==> config.mk <==
export PLATFORM = sky130hd
export DESIGN_NAME = uart_tx_fifo
export DESIGN_NICKNAME = d
export VERILOG_FILES = /design/src/rtl/uart_tx_fifo.sv
export SDC_FILE = /design/constraint.sdc
export NUM_CORES = 1
export LEC_CHECK = 0
export CORE_MARGIN = 5
export CORE_UTILIZATION = 60
export DETAILED_ROUTE_END_ITERATION = 10
export GPL_TIMING_DRIVEN = 0
export PLACE_DENSITY = 0.82
export SYNTH_ARGS = -nofsm -noshare
export SYNTH_HDL_FRONTEND = slang
export SYNTH_SLANG_ARGS = --single-unit
==> constraint.sdc <==
create_clock -name clk -period 3.1 [get_ports clk]
set_input_delay 0.62 -clock clk [delete_from_list [all_inputs] [get_ports clk]]
set_output_delay 0.62 -clock clk [all_outputs]
set_load 0.02 [all_outputs]
==> src/rtl/uart_tx_fifo.sv <==
`default_nettype none
// ============================================================================
// Module      : uart_tx_fifo
// Description : Byte FIFO feeding a UART transmitter. Writes go into a
//               DEPTH x 8 circular buffer. A three-state handshake FSM
//               (IDLE/STROBE/DRAIN) pops the head byte onto tx_byte and
//               raises stb. It then waits for the transmitter to go busy
//               (tx_rdy low) and become idle again before it pops the next
//               byte.
// Ports       : clk      - single clock, rising edge
//               res      - synchronous active-high reset
//               wr_data  - byte to enqueue
//               wr_en    - enqueue request (one byte per cycle)
//               full     - FIFO holds DEPTH bytes (registered)
//               empty    - FIFO holds 0 bytes (registered)
//               count    - occupancy 0..DEPTH (registered)
//               overflow - sticky; set by a write attempted while full
//               tx_byte  - byte presented to the transmitter
//               stb      - strobe; transmitter captures tx_byte on its rise
//               tx_rdy   - transmitter idle and able to accept a byte
// Revision    : 1.0 - initial release
// ============================================================================
module uart_tx_fifo #(
  parameter int DEPTH = 16,
  parameter int AW    = $clog2(DEPTH)
) (
  input  logic          clk,
  input  logic          res,
  input  logic [7:0]    wr_data,
  input  logic          wr_en,
  output logic          full,
  output logic          empty,
  output logic [AW:0]   count,
  output logic          overflow,
  output logic [7:0]    tx_byte,
  output logic          stb,
  input  logic          tx_rdy
);

  typedef enum logic [1:0] {
    S_IDLE   = 2'd0,
    S_STROBE = 2'd1,
    S_DRAIN  = 2'd2
  } state_t;

  localparam logic [AW:0] c_FULL_CNT = (AW+1)'(DEPTH);

  logic [7:0]    r_mem [DEPTH];
  logic [AW-1:0] r_wr_ptr;
  logic [AW-1:0] r_rd_ptr;
  logic [AW:0]   r_count;
  logic          r_full;
  logic          r_empty;
  logic          r_ovf;
  logic [7:0]    r_tx_byte;
  logic          r_stb;
  state_t        r_state;

  state_t        w_state_next;
  logic          w_pop;
  logic          w_stb_next;
  logic          w_wr_acc;
  logic [AW:0]   w_count_next;

  // The full flag already reflects last cycle's pops, so a write that meets
  // full=1 is dropped even if a pop happens on the same edge.
  assign w_wr_acc     = wr_en & ~r_full;
  assign w_count_next = r_count + (AW+1)'(w_wr_acc) - (AW+1)'(w_pop);

  // Transmit FSM: next state and registered-output next values
  always_comb begin
    w_state_next = r_state;
    w_pop        = 1'b0;
    w_stb_next   = 1'b0;
    case (r_state)
      S_IDLE: begin
        if (!r_empty && tx_rdy) begin
          w_pop        = 1'b1;
          w_stb_next   = 1'b1;
          w_state_next = S_STROBE;
        end
      end
      S_STROBE: begin
        // Strobe is held until the transmitter reports busy.
        w_stb_next = 1'b1;
        if (!tx_rdy) begin
          w_stb_next   = 1'b0;
          w_state_next = S_DRAIN;
        end
      end
      S_DRAIN: begin
        if (tx_rdy) begin
          w_state_next = S_IDLE;
        end
      end
      default: begin
        w_state_next = S_IDLE;
      end
    endcase
  end

  // FSM state register
  always_ff @(posedge clk) begin
    if (res) begin
      r_state <= S_IDLE;
    end else begin
      r_state <= w_state_next;
    end
  end

  // Pointers, occupancy, flags and transmitter outputs
  always_ff @(posedge clk) begin
    if (res) begin
      r_wr_ptr  <= '0;
      r_rd_ptr  <= '0;
      r_count   <= '0;
      r_empty   <= 1'b1;
      r_full    <= 1'b0;
      r_ovf     <= 1'b0;
      r_stb     <= 1'b0;
      r_tx_byte <= 8'h00;
    end else begin
      r_stb <= w_stb_next;
      if (w_pop) begin
        r_tx_byte <= r_mem[r_rd_ptr];
        r_rd_ptr  <= r_rd_ptr + AW'(1);
      end
      if (w_wr_acc) begin
        r_wr_ptr <= r_wr_ptr + AW'(1);
      end
      r_count <= w_count_next;
      r_empty <= (w_count_next == '0);
      r_full  <= (w_count_next == c_FULL_CNT);
      if (wr_en && r_full) begin
        r_ovf <= 1'b1;
      end
    end
  end

  // Storage array; no reset needed because occupancy tracking guards reads.
  always_ff @(posedge clk) begin
    if (!res && w_wr_acc) begin
      r_mem[r_wr_ptr] <= wr_data;
    end
  end

  assign full     = r_full;
  assign empty    = r_empty;
  assign count    = r_count;
  assign overflow = r_ovf;
  assign tx_byte  = r_tx_byte;
  assign stb      = r_stb;

endmodule
`default_nettype wire

==> results of run 1 <==
## how the worst min path moves through the flow
stage,startpoint,slack (ps),endpoint
3_5_place_dp,overflow,450,overflow
5_1_grt,overflow,510,overflow
6_report,overflow,470,overflow
3_3_place_gp,overflow,450,overflow
2_1_floorplan,r_rd_ptr[3],490,r_rd_ptr[3]
4_1_cts,overflow,470,overflow
## per-layer routing
layer | wire length (um) | share of wire, %
met5 | 0 | 0
met1 | 4750 | 40
met4 | 153 | 1.3
met3 | 892 | 7.6
met2 | 5940 | 51
## sequential cells by signal, summed over array words and instances, names as in the netlist
register and count:
r_state 2, tx_byte 8, overflow 1, r_rd_ptr 4, full 1, stb 1
r_mem 128, r_wr_ptr 4, empty 1, count 5
## worst max-delay path, stage by stage
cell and delay [ps]:
clkdlybuf4s50_1 510, nor4b_4 360, buf_6 220, ha_1 150
inv_1 40, ha_1 200, fa_1 400, a21o_1 190
a21oi_1 160, xnor2_1 130, a31o_2 250
## area by class of cell
cell class / instances / area, um2
Buffer: 17 / 130
Fill cell: 644 / 2990
Clock buffer: 20 / 447
Tap cell: 136 / 170
Multi-Input combinational cell: 148 / 1660
Sequential cell: 155 / 4380
Clock inverter: 12 / 91.3
Timing Repair Buffer: 29 / 288
Inverter: 8 / 30.0
## kinds of logic after synthesis
kind of cell / Yosys count / synth area share [%]
adder cells (fa/ha/maj): 11 / 2.34
multiplexers: 49 / 14.7
AO/OA/AOI/OAI: 23 / 3.61
XOR/XNOR: 12 / 1.70
AND/OR/NAND/NOR: 53 / 4.36
buffers and inverters: 25 / 2.50
flip-flops: 155 / 70.7
## stage by stage
step | cells | setup TNS, ps | setup WS, ps | utilization (%) | hold WS (ps)
2_1_floorplan | 328 | 0 | 378 | - | 493
3_3_place_gp | 492 | -875 | -328 | 65.3 | 453
5_1_grt | 525 | 0 | 15.4 | 70.7 | 506
4_1_cts | 524 | 0 | 172 | 70.6 | 471
6_report | 525 | 0 | 278 | 70.7 | 467
3_5_place_dp | 492 | -976 | -355 | 65.3 | 453
## repair_timing
item                       4_1_cts  5_1_grt
setup endpoints to repair        0        1
buffers inserted                 0        1
gates resized for setup          0        3
## power by group through the flow
stage | sequential [W] | clock (W) | combinational (W)
CTS | 0.00244 | 0.00188 | 0.00108
global placement | 0.00248 | 0 | 0.00105
finish | 0.00244 | 0.00186 | 0.00107
detailed placement | 0.00249 | 0 | 0.00108
global route | 0.00245 | 0.00198 | 0.00118
floorplan | 0.00255 | 0 | 0.000667
## cells in the final DEF, fill, tap and decap left out, types with 3 or more instances in the layout
cell and instances:
mux2i_1 17, mux4_1 6, xor2_1 7, nor2b_1 6, nand2_1 6, buf_4 3
clkinvlp_4 3, dfxtp_1 27, nor4b_1 3, clkbuf_2 3, ha_1 10, buf_2 4
clkbuf_16 17, a21oi_1 4, mux4_2 26, clkinv_4 4, inv_1 8, clkdlybuf4s50_1 28
clkbuf_1 4, edfxtp_1 128, nor2_1 29, xnor2_1 5, o21bai_1 8, a221oi_2 8
buf_6 3
==> flow_metrics.tcl, run 1 <==
set metrics [dict create \
    synth_top_area_share_pct 62.0 \
    grt_pass1_vias 3231 \
    syn_to_final_growth_pct 16.2 \
    met2_usage_pct 32.6 \
    reg2reg_to "empty" \
    cts_root_buf "clkbuf_8" \
    grt.busiest_layer "met2" \
    core_region_area_um2 10200 \
    place_area_um2 6650 \
    worstPathMaxFanout 10 \
    synth_area_um2 6200 \
    cts_made_buffers 17 \
    arrival_ps 3240 \
    grt_pass1_wl_um 18300 \
    seq_power_share_pct 45.4 \
    clock_latency_ps 520 \
    synth.most_common_cell "edfxtp_1" \
    intPower_w 0.00392 \
    status "finished clean" \
    drc 0 \
    finalPower_w 0.00537 \
    start_kind "primary input" \
    p_switching_w 0.00145 \
    critPathCaptureType "flop" \
    cts_tree "built" \
    clk_pin_slew_ps 70 \
    relSlewSlack_pct 39.5 \
    synth-seq-cells 155 \
    pwr-share-comb_pct 20.0 \
    finish.instance_area_um2 7200 \
    fin_worst_skew_ps 8.43 \
    powerDensity_nw_per_um2 746 \
    critPathKind "primary input to flop" \
    grt-ovfl-total 0 \
    synthTopCellsByCount "128 x edfxtp_1, 29 x nor2_1, 27 x dfxtp_1" \
    gr-usage-met3_pct 6.30 \
    hold_violations 0 \
    std_cell_rows 37 \
    place_congestion 0.789 \
    fin_crit_ps 2820 \
    ant_nets 0 \
    worstMarginPinSlew_ps 904 \
    cts_buffer_depth 2 \
    reg2reg_depth 10 \
    first_iter_violations 213 \
    syn_avg_cell_area_um2 18.9 \
    h-tree-depth 4 \
    die_h_um 112 \
    crit_end "empty" \
    drive_gt1_share_pct 21.1 \
    finalCritPeriodShare_pct 91.0 \
    wl_um 11700 \
    start_util_pct 60.8 \
    seq_area_frac_synth_pct 70.7 \
    maxSlewViolCount 0 \
    ys_warn_count 0 \
    dieArea_um2 12500 \
    syn_inst 328 \
    startpoint "tx_rdy" \
    diodes 0 \
    r2r-start "r_state[1]" \
    power.leakage_nw 2.38 \
    nets 399 \
    synth_cell_types 34 \
    r2r_setup_slack_ps 460 \
    swShare_pct 27.0 \
    numClockSinks 155 \
    yosysTopAreaCell "edfxtp_1" \
    grt_max_degree 17 \
    antenna_found_initial 0 \
    min_path_type "flop to flop" \
    grtUsageTotal_pct 20.1 \
    fmax_mhz 354 \
    die_x_um 112 \
    worstPathRequired_ps 3510 \
    met1_usage_pct 26.0 \
    post_drt_via_cell_ratio 5.87 \
    synth.area.top_cells "edfxtp_1 62%, mux4_2 9.4%, dfxtp_1 8.7%, mux2i_1 2.7%, mux4_1 2.5%" \
    synth_ff_type "edfxtp_1" \
    vias 3084 \
    setup_violations 0 \
    min_path_cells 2 \
    portBuffers 28 \
    dr.pass1.iters 5 \
    rsz0062_at_grt "no" \
    synthArstFlopShare_pct 0 \
    syn_nets 351 \
    synth-edff-count 128 \
    ioPinCount 29 \
    dpl.hpwl_um 7700 \
    wl_per_cell_um 22.4 \
    max_cap_viol_count 0 \
    hold_buffers 0 \
    vdd_ir_drop_max_mv 0.388 \
    clockPowerShare_pct 34.6 \
]
No activity file was read; power rests on OpenSTA's default activity.
==> inputs of run 2 (changes only) <==
--- a/config.mk
+++ b/config.mk
@@ -7,6 +7,7 @@
 export LEC_CHECK = 0
 export CORE_MARGIN = 5
 export CORE_UTILIZATION = 60
+export CTS_CLUSTER_DIAMETER = 100
 export DETAILED_ROUTE_END_ITERATION = 10
 export GPL_TIMING_DRIVEN = 0
 export PLACE_DENSITY = 0.82
==> results of run 2 <==
The final DEF is identical to that of run 1; final timing and power are the same.
